### config.mk
export PLATFORM = sky130hd
export DESIGN_NAME = load_store_unit_flat
export DESIGN_NICKNAME = d
export VERILOG_FILES = /design/src/rtl/load_store_unit_if.sv /design/src/rtl/load_store_unit.sv /design/src/flat_wrapper.sv
export SDC_FILE = /design/constraint.sdc
export NUM_CORES = 1
export LEC_CHECK = 0
export BUFFER_PORTS_ARGS = -buffer_cell sky130_fd_sc_hd__buf_2
export CAP_MARGIN = 20
export CORE_ASPECT_RATIO = 1.4
export CORE_MARGIN = 4
export CORE_UTILIZATION = 56
export CTS_CLUSTER_DIAMETER = 80
export DETAILED_ROUTE_END_ITERATION = 10
export HOLD_SLACK_MARGIN = 0.15
export PLACE_DENSITY = 0.82
export SYNTH_ARGS = -nofsm -noshare
export SYNTH_HDL_FRONTEND = slang
export SYNTH_SLANG_ARGS = --single-unit
### constraint.sdc
create_clock -name clk -period 4.5 [get_ports clk]
set_input_delay 0.9 -clock clk [delete_from_list [all_inputs] [get_ports clk]]
set_output_delay 0.9 -clock clk [all_outputs]
set_load 0.02 [all_outputs]
### src/rtl/load_store_unit_if.sv
// Request/response and data-memory bundle for load_store_unit.
// slave  : the load/store unit side.
// master : the execute-stage / memory side that drives requests and mem_rdata.
interface load_store_unit_if;
   logic        req_valid;
   logic        req_ready;
   logic        req_store;
   logic [1:0]  req_size;
   logic        req_unsigned;
   logic [31:0] req_addr;
   logic [31:0] req_wdata;
   logic        resp_valid;
   logic [31:0] resp_rdata;
   logic        resp_fault;
   logic [31:0] mem_addr;
   logic [31:0] mem_wdata;
   logic        mem_write;
   logic [31:0] mem_rdata;

   modport slave (
      input  req_valid, req_store, req_size, req_unsigned, req_addr, req_wdata, mem_rdata,
      output req_ready, resp_valid, resp_rdata, resp_fault, mem_addr, mem_wdata, mem_write
   );

   modport master (
      output req_valid, req_store, req_size, req_unsigned, req_addr, req_wdata, mem_rdata,
      input  req_ready, resp_valid, resp_rdata, resp_fault, mem_addr, mem_wdata, mem_write
   );
endinterface

### src/rtl/load_store_unit.sv
// load_store_unit: sequential bridge from the execute stage to a big-endian,
// byte-addressed data memory with a 32-bit word port. One request in flight;
// sub-word stores use read-modify-write, loads are sign/zero-extended.
// Optional: define LSU_FAULT_EN to flag misaligned and out-of-range requests.
module load_store_unit #(
   parameter int unsigned MEMORY_SIZE = 16
) (
   input  logic             clk,
   input  logic             rst,
   load_store_unit_if.slave bus
);

   typedef enum logic [1:0] {IDLE, ACCESS, MERGE_WRITE, RESP} state_t;

   localparam logic [31:0] LAST_WORD = 32'(MEMORY_SIZE - 4);

   state_t      state_q, state_d;
   logic        store_q, unsigned_q;
   logic [1:0]  size_q;
   logic [31:0] addr_q, wdata_q, merge_q;
   logic [31:0] resp_rdata_q;
   logic        resp_fault_q;

   logic        accept, req_fault, wr_state;
   logic [1:0]  off;
   logic [31:0] wa, req_wa, load_val, merge_val;
   logic [7:0]  lane_b;
   logic [15:0] lane_h;

   assign accept = bus.req_valid && (state_q == IDLE);
   assign req_wa = {bus.req_addr[31:2], 2'b00};
   assign wa     = {addr_q[31:2], 2'b00};

`ifdef LSU_FAULT_EN
   // Classify the incoming request as misaligned or beyond the last word.
   always_comb begin
      req_fault = 1'b0;
      if (bus.req_size == 2'd1 && bus.req_addr[0])              req_fault = 1'b1;
      if (bus.req_size[1] && (bus.req_addr[1:0] != 2'b00))      req_fault = 1'b1;
      if (req_wa > LAST_WORD)                                   req_fault = 1'b1;
   end
`else
   logic unused_range;
   assign req_fault    = 1'b0;
   assign unused_range = (req_wa > LAST_WORD);
`endif

   // Effective lane offset; misaligned halfwords/words are forced onto their
   // natural lane (only reachable when faulting is disabled).
   always_comb begin
      if (size_q[1])            off = 2'b00;
      else if (size_q == 2'd1)  off = {addr_q[1], 1'b0};
      else                      off = addr_q[1:0];
   end

   // Lane extraction, extension and store-lane merge against mem_rdata.
   always_comb begin
      lane_b    = bus.mem_rdata[31 - 8*off -: 8];
      lane_h    = off[1] ? bus.mem_rdata[15:0] : bus.mem_rdata[31:16];
      load_val  = bus.mem_rdata;
      merge_val = wdata_q;
      if (size_q == 2'd0) begin
         load_val  = unsigned_q ? {24'h0, lane_b} : {{24{lane_b[7]}}, lane_b};
         merge_val = bus.mem_rdata;
         merge_val[31 - 8*off -: 8] = wdata_q[7:0];
      end else if (size_q == 2'd1) begin
         load_val  = unsigned_q ? {16'h0, lane_h} : {{16{lane_h[15]}}, lane_h};
         merge_val = off[1] ? {bus.mem_rdata[31:16], wdata_q[15:0]}
                            : {wdata_q[15:0], bus.mem_rdata[15:0]};
      end
   end

   // State register.
   always_ff @(posedge clk) begin
      if (rst) state_q <= IDLE;
      else     state_q <= state_d;
   end

   // Next-state logic.
   always_comb begin
      state_d = state_q;
      unique case (state_q)
         IDLE:        if (accept) state_d = req_fault ? RESP : ACCESS;
         ACCESS:      state_d = (store_q && !size_q[1]) ? MERGE_WRITE : RESP;
         MERGE_WRITE: state_d = RESP;
         RESP:        state_d = IDLE;
         default:     state_d = IDLE;
      endcase
   end

   // Request capture, merge word, and response registers (loaded on entry to RESP).
   always_ff @(posedge clk) begin
      if (rst) begin
         store_q      <= 1'b0;
         unsigned_q   <= 1'b0;
         size_q       <= 2'd0;
         addr_q       <= '0;
         wdata_q      <= '0;
         merge_q      <= '0;
         resp_rdata_q <= '0;
         resp_fault_q <= 1'b0;
      end else begin
         if (accept) begin
            store_q    <= bus.req_store;
            unsigned_q <= bus.req_unsigned;
            size_q     <= bus.req_size;
            addr_q     <= bus.req_addr;
            wdata_q    <= bus.req_wdata;
         end
         if (state_q == ACCESS) merge_q <= merge_val;
         if (state_d == RESP && state_q != RESP) begin
            resp_fault_q <= (state_q == IDLE);
            resp_rdata_q <= (state_q == ACCESS && !store_q) ? load_val : '0;
         end
      end
   end

   // Output decode.
   always_comb begin
      wr_state       = (state_q == ACCESS && store_q && size_q[1]) || (state_q == MERGE_WRITE);
      bus.req_ready  = (state_q == IDLE);
      bus.resp_valid = (state_q == RESP);
      bus.resp_rdata = resp_rdata_q;
      bus.resp_fault = resp_fault_q;
      bus.mem_addr   = (state_q == ACCESS || state_q == MERGE_WRITE) ? wa : '0;
      bus.mem_wdata  = '0;
      if (state_q == ACCESS && store_q && size_q[1]) bus.mem_wdata = wdata_q;
      else if (state_q == MERGE_WRITE)               bus.mem_wdata = merge_q;
      bus.mem_write  = wr_state && !rst;
   end

endmodule

### src/flat_wrapper.sv
// flat-port wrapper written by rule: the top's interface ports become plain ports
module load_store_unit_flat 
#(
   parameter int unsigned MEMORY_SIZE = 16
)
  (clk, rst, bus_req_valid, bus_req_store, bus_req_size, bus_req_unsigned, bus_req_addr, bus_req_wdata, bus_mem_rdata, bus_req_ready, bus_resp_valid, bus_resp_rdata, bus_resp_fault, bus_mem_addr, bus_mem_wdata, bus_mem_write);
  load_store_unit_if bus_i ();
  input  logic clk;
  input  logic rst;
  input wire logic [$bits(bus_i.req_valid)-1:0] bus_req_valid;
  input wire logic [$bits(bus_i.req_store)-1:0] bus_req_store;
  input wire logic [$bits(bus_i.req_size)-1:0] bus_req_size;
  input wire logic [$bits(bus_i.req_unsigned)-1:0] bus_req_unsigned;
  input wire logic [$bits(bus_i.req_addr)-1:0] bus_req_addr;
  input wire logic [$bits(bus_i.req_wdata)-1:0] bus_req_wdata;
  input wire logic [$bits(bus_i.mem_rdata)-1:0] bus_mem_rdata;
  output wire logic [$bits(bus_i.req_ready)-1:0] bus_req_ready;
  output wire logic [$bits(bus_i.resp_valid)-1:0] bus_resp_valid;
  output wire logic [$bits(bus_i.resp_rdata)-1:0] bus_resp_rdata;
  output wire logic [$bits(bus_i.resp_fault)-1:0] bus_resp_fault;
  output wire logic [$bits(bus_i.mem_addr)-1:0] bus_mem_addr;
  output wire logic [$bits(bus_i.mem_wdata)-1:0] bus_mem_wdata;
  output wire logic [$bits(bus_i.mem_write)-1:0] bus_mem_write;
  assign bus_i.req_valid = bus_req_valid;
  assign bus_i.req_store = bus_req_store;
  assign bus_i.req_size = bus_req_size;
  assign bus_i.req_unsigned = bus_req_unsigned;
  assign bus_i.req_addr = bus_req_addr;
  assign bus_i.req_wdata = bus_req_wdata;
  assign bus_i.mem_rdata = bus_mem_rdata;
  assign bus_req_ready = bus_i.req_ready;
  assign bus_resp_valid = bus_i.resp_valid;
  assign bus_resp_rdata = bus_i.resp_rdata;
  assign bus_resp_fault = bus_i.resp_fault;
  assign bus_mem_addr = bus_i.mem_addr;
  assign bus_mem_wdata = bus_i.mem_wdata;
  assign bus_mem_write = bus_i.mem_write;
  load_store_unit #(.MEMORY_SIZE(MEMORY_SIZE)) u_core (.clk(clk), .rst(rst), .bus(bus_i));
endmodule
# [After elaboration in Yosys (flattened, before gate mapping)]
# Index checks and enable logic that the tools add are counted.
[op_classes] addsub=2 n_eq_ne=6 shift=3 mux=18 n_reduce_logical=14
[ops] operator="$mux 32" count=11
[ops] operator="$shift 8x34->39 const A" count=1
[ops] operator="$shiftx 39x33->8" count=1
[ops] operator="$shiftx 8x34->39" count=1
[ops] operator="$neg 32->34" count=1
[ops] operator="$bwmux 32" count=1
[ops] operator="$mux 16" count=1
[ops] operator="$pmux 2 s4" count=1
[ops] operator="$logic_and 1x1->1" count=7
[ops] operator="$eq 2x2->1 const B" count=3
[ops] operator="$sub 5x5->6 const A" count=1
[ops] operator="$eq 2x1->1 const B" count=2
[ops] operator="$logic_not 2->1" count=2
[ops] operator="$mux 2" count=2
[ops] operator="$logic_not 1->1" count=3
[ops] operator="$logic_or 1x1->1" count=2
[ops] operator="$mux 1" count=2
[ops] operator="$ne 2x2->1 const B" count=1
[word_totals] reg_bits=135 inputBits=103 wordCells=52

# [Longest topological paths before layout]
[depth] word_depth=8 depth_mapped=9 mapped_depth_nobuf=7

# [Worst setup path before layout]
# No wires, ideal clock.
[synth_path] path_kind="reg2out" start="register u_core.state_q[0]" end="output bus_mem_write" arrival_time_ns=1.718 setup_slack_ns=1.882 stages_incl_launch_ff=8 path_buffers=3 cell_sequence="dfxtp_1 > ha_1 > buf_2 > and3_1 > clkbuf_1 > clkbuf_1 > nor2_1 > nor2_1"
[synth_between] elab_chain_cells=5 elab_cells_between_ends=6
[synth_rtl] item="from (decl)" line_no="load_store_unit.sv:17" rtl="state_t state_q, state_d;"
[synth_rtl] item="from (signal assigned)" line_no="load_store_unit.sv:76" rtl="else state_q <= state_d;"
[synth_rtl] item="$eq 2x1->1" line_no="load_store_unit.sv:120" rtl="wr_state = (state_q == ACCESS && store_q && size_q[1]) || (state_q == MERGE_WRITE);"
[synth_rtl] item="$logic_and 1x1->1 (2 in series)" line_no="load_store_unit.sv:120"
[synth_rtl] item="$logic_or 1x1->1 (*)" line_no="load_store_unit.sv:120"
[synth_rtl] item="$logic_and 1x1->1 (*)" line_no="load_store_unit.sv:129" rtl="bus.mem_write = wr_state && !rst;"
[synth_rtl] item="to (decl)" line_no="flat_wrapper.sv:23" rtl="output wire logic [$bits(bus_i.mem_write)-1:0] bus_mem_write;"
# Every way passes the cells marked *; elsewhere a longest branch is shown, timed or not.

# [Worst setup path in the final report]
[layout_path] start="register u_core.state_q[0]" end="output bus_mem_wdata[14]"
[layout_between] elab_chain_cells=4 elab_cells_between_ends=6
[layout_rtl] item="$eq 2x1->1" line_no="load_store_unit.sv:127" rtl="if (state_q == ACCESS && store_q && size_q[1]) bus.mem_wdata = wdata_q;"
[layout_rtl] item="$logic_and 1x1->1 (2 in series)" line_no="load_store_unit.sv:127"
[layout_rtl] item="$mux 32 (*)" line_no="load_store_unit.sv:127"
[layout_rtl] item="to (decl)" line_no="flat_wrapper.sv:22" rtl="output wire logic [$bits(bus_i.mem_wdata)-1:0] bus_mem_wdata;"
# Marks and branches as above.

==> results.cfg <==
[worst_setup_path]
crit_path_start_kind = flip-flop
critical_path_class = reg -> out
timing.critical_path.to_type = output port
cp_data_required_time_ns = 3.60
crit_path_max_fanout = 25
worstPathArrival_ns = 2.69
worst-r2r-setup-slack_ns = 1.49

[floorplanning]
core_region_area_um2 = 11800
die_span_y_um = 138
floorplan.io_pins = 203
floorplan.rows = 47
initial_core_util = 0.574
die_area_um2 = 14000
die_extent_in_x_um = 101

[place]
dp_worst_setup_slack_ns = 1.45
hpwl_um = 14800
place_inst = 1182
placement.cell_area_um2 = 7740
portBuffers = 200
place_congestion = 0.929

[timing]
worst-slew-pin-transition_ns = 1.05
finalSetupViolations = 0
worst_slew_margin_rel = 0.300
grt_setup_unrepaired = no
timing.final.crit_share = 0.798
finalWorstPathRequiredPeriod_ns = 3.59
maxSlewViolCount = 0
final.setup.tns_ns = 0
timing_hold_violations_final = 0
timing.fmax_mhz = 279
final_setup_margin_ns = 0.910
worst_clock_skew_ns = 0.00771

[yosys]
syn_inst = 898
post_synth_instance_area_um2 = 6790
yosysMostFrequentCell = nand2_1
synthDistinctLibCells = 46
yosys-top-cells-area = dfxtp_1, nand2_1, a21oi_1
yosysTopAreaCell = dfxtp_1
synth_seq_area_share = 0.398
synthesis.area_per_instance_um2 = 7.56
async_s_r_ff_share_synth = 0
yosysTopAreaCellShare = 0.398
number_of_synthesized_flops_with_an_enable_pin = 0
synth-warning-count = 0
synth-seq-cells = 135
synth_flop_cell = dfxtp_1
synth_common_cells = nand2_1, dfxtp_1, a21oi_1

[route]
drt_pass1_iterations = 5
via_count = 7081
via_per_inst = 5.84
drc = 0
first_iter_violations = 636
finalWirelength_um = 21300
ant_nets = 0
post_drt_wl_per_cell_um = 17.6

[finish]
insertedDiodeCount = 0
nFillCells = 1030
post-route-cell-area_um2 = 8340
multiInputGateArea_um2 = 3720
flow.area_growth_from_synthesis_pct = 22.8
nets = 1162
instances_no_fill = 1212
final_layout_size_suffix_gt1_frac = 0.258
storage_element_area_um2 = 2700

[clock_tree]
cts_hold_buf = 0
clock_tree_from_tritoncts = built
post_cts_setup_inserts = 0
clk_transition_reported_paths_ns = 0.06
cts-htree-levels = 4
clkSinkCount = 135
cts_inserted_buffers = 17
cts.path.max_buffers = 2
clock_tree.root_cell = clkbuf_16
insertion_delay_ns = 0.41
post_cts_resize_count = 0

[global_routing]
grt_first_pass_wirelength_um = 33900
track_usage = 0.303
grt_pass1_vias = 6741
largest_net_degree_at_the_start_of_global_routing = 99
number_of_antenna_violations_at_the_first_check_in_global_routing = 0
global_route.overflow_total = 0

[power_and_ir_drop]
power.density_nw_per_um2 = 585
total_leakage_power_nw = 3.64
max-vdd-ir-drop_uv = 471

[outcome]
run_status = complete, no violations

[worst_hold_path]
min_path_type = reg -> reg

[job]
drv.max_cap_violation_count = 0
worst max-delay path, cell delays in order (launching register included):
cell and delay [ns]:
dfxtp_1 0.36, inv_1 0.15, ha_1 0.84, buf_4 0.33, nand2_1 0.06, o21ai_0 0.29, buf_2 0.24
flip-flops by register name, indices dropped and copies added, names as in the netlist:
register	flops
u_core.addr_q	32
u_core.bus.resp_fault	1
u_core.bus.resp_rdata	32
u_core.merge_q	32
u_core.size_q	2
u_core.state_q	2
u_core.store_q	1
u_core.unsigned_q	1
u_core.wdata_q	32
per-stage QoR:
stage          power (W)  hold WS (ns)  utilization
3_3_place_gp     0.00341         0.429        0.655
6_report         0.00488         0.443        0.705
2_1_floorplan    0.00295         0.425            -
3_5_place_dp     0.00344         0.434        0.655
5_1_grt          0.00516         0.452        0.705
4_1_cts          0.00488         0.446        0.705
power breakdown:
group	switching [W]	leakage (nW)	internal, W
combinational	0.00114	2.23	0.000600
clock	0.000504	0.299	0.000931
sequential	0.000224	1.10	0.00148
final timing paths:
kind,startpoint,depth (start not counted),endpoint
worst max-delay path,u_core.state_q[0],6,bus_mem_wdata[14]
worst min-delay path,u_core.bus.resp_rdata[16],2,u_core.bus.resp_rdata[16]
worst max register to register,u_core.state_q[0],7,u_core.bus.resp_rdata[18]
worst min register to register,u_core.bus.resp_rdata[16],2,u_core.bus.resp_rdata[16]
kinds of logic after synthesis:
| family | count (synthesis) | synth area share |
|---|---|---|
| simple gates | 382 | 0.236 |
| compound gates | 243 | 0.231 |
| flops | 135 | 0.398 |
| buf+inv | 88 | 0.0549 |
| mux | 44 | 0.0697 |
| fa+ha+maj | 5 | 0.00922 |
| other cells | 1 | 0.000552 |
area by class of cell:
type	count	area share
clock buffer	20	0.0536
clock inverter	10	0.0185
inverter	14	0.00630
multi-input combinational	676	0.446
sequential	135	0.324
tap	147	0.0221
timing repair buffer	210	0.129
cell usage in the layout, fill, tap and decap left out, types with 3 or more instances in the layout:
cell type	n
a21oi_1	89
ha_1	5
a21o_1	7
o21ai_0	32
o32ai_1	7
a22o_1	9
mux2i_1	27
o22ai_1	16
nand2_1	247
clkinv_2	5
nand3_1	4
nor4b_1	7
buf_4	10
o211ai_1	16
bufinv_16	4
and2_1	30
mux2_2	16
a211oi_1	8
nor3_1	17
o221ai_1	7
o21ai_1	7
clkbuf_16	17
nor2_1	65
buf_2	200
o31ai_1	8
nand2b_1	3
dfxtp_1	134
a22oi_1	7
a31oi_1	7
o21ai_2	10
inv_1	13
a2111oi_0	7
metal layers:
metal,vias to the layer above,part of all wire,GRT usage
li1,3397,-,-
met1,3208,0.36,0.363
met2,405,0.47,0.484
met3,71,0.12,0.0973
met4,0,0.046,0.152
met5,-,0,0
(Power assumes the default switching activity.)
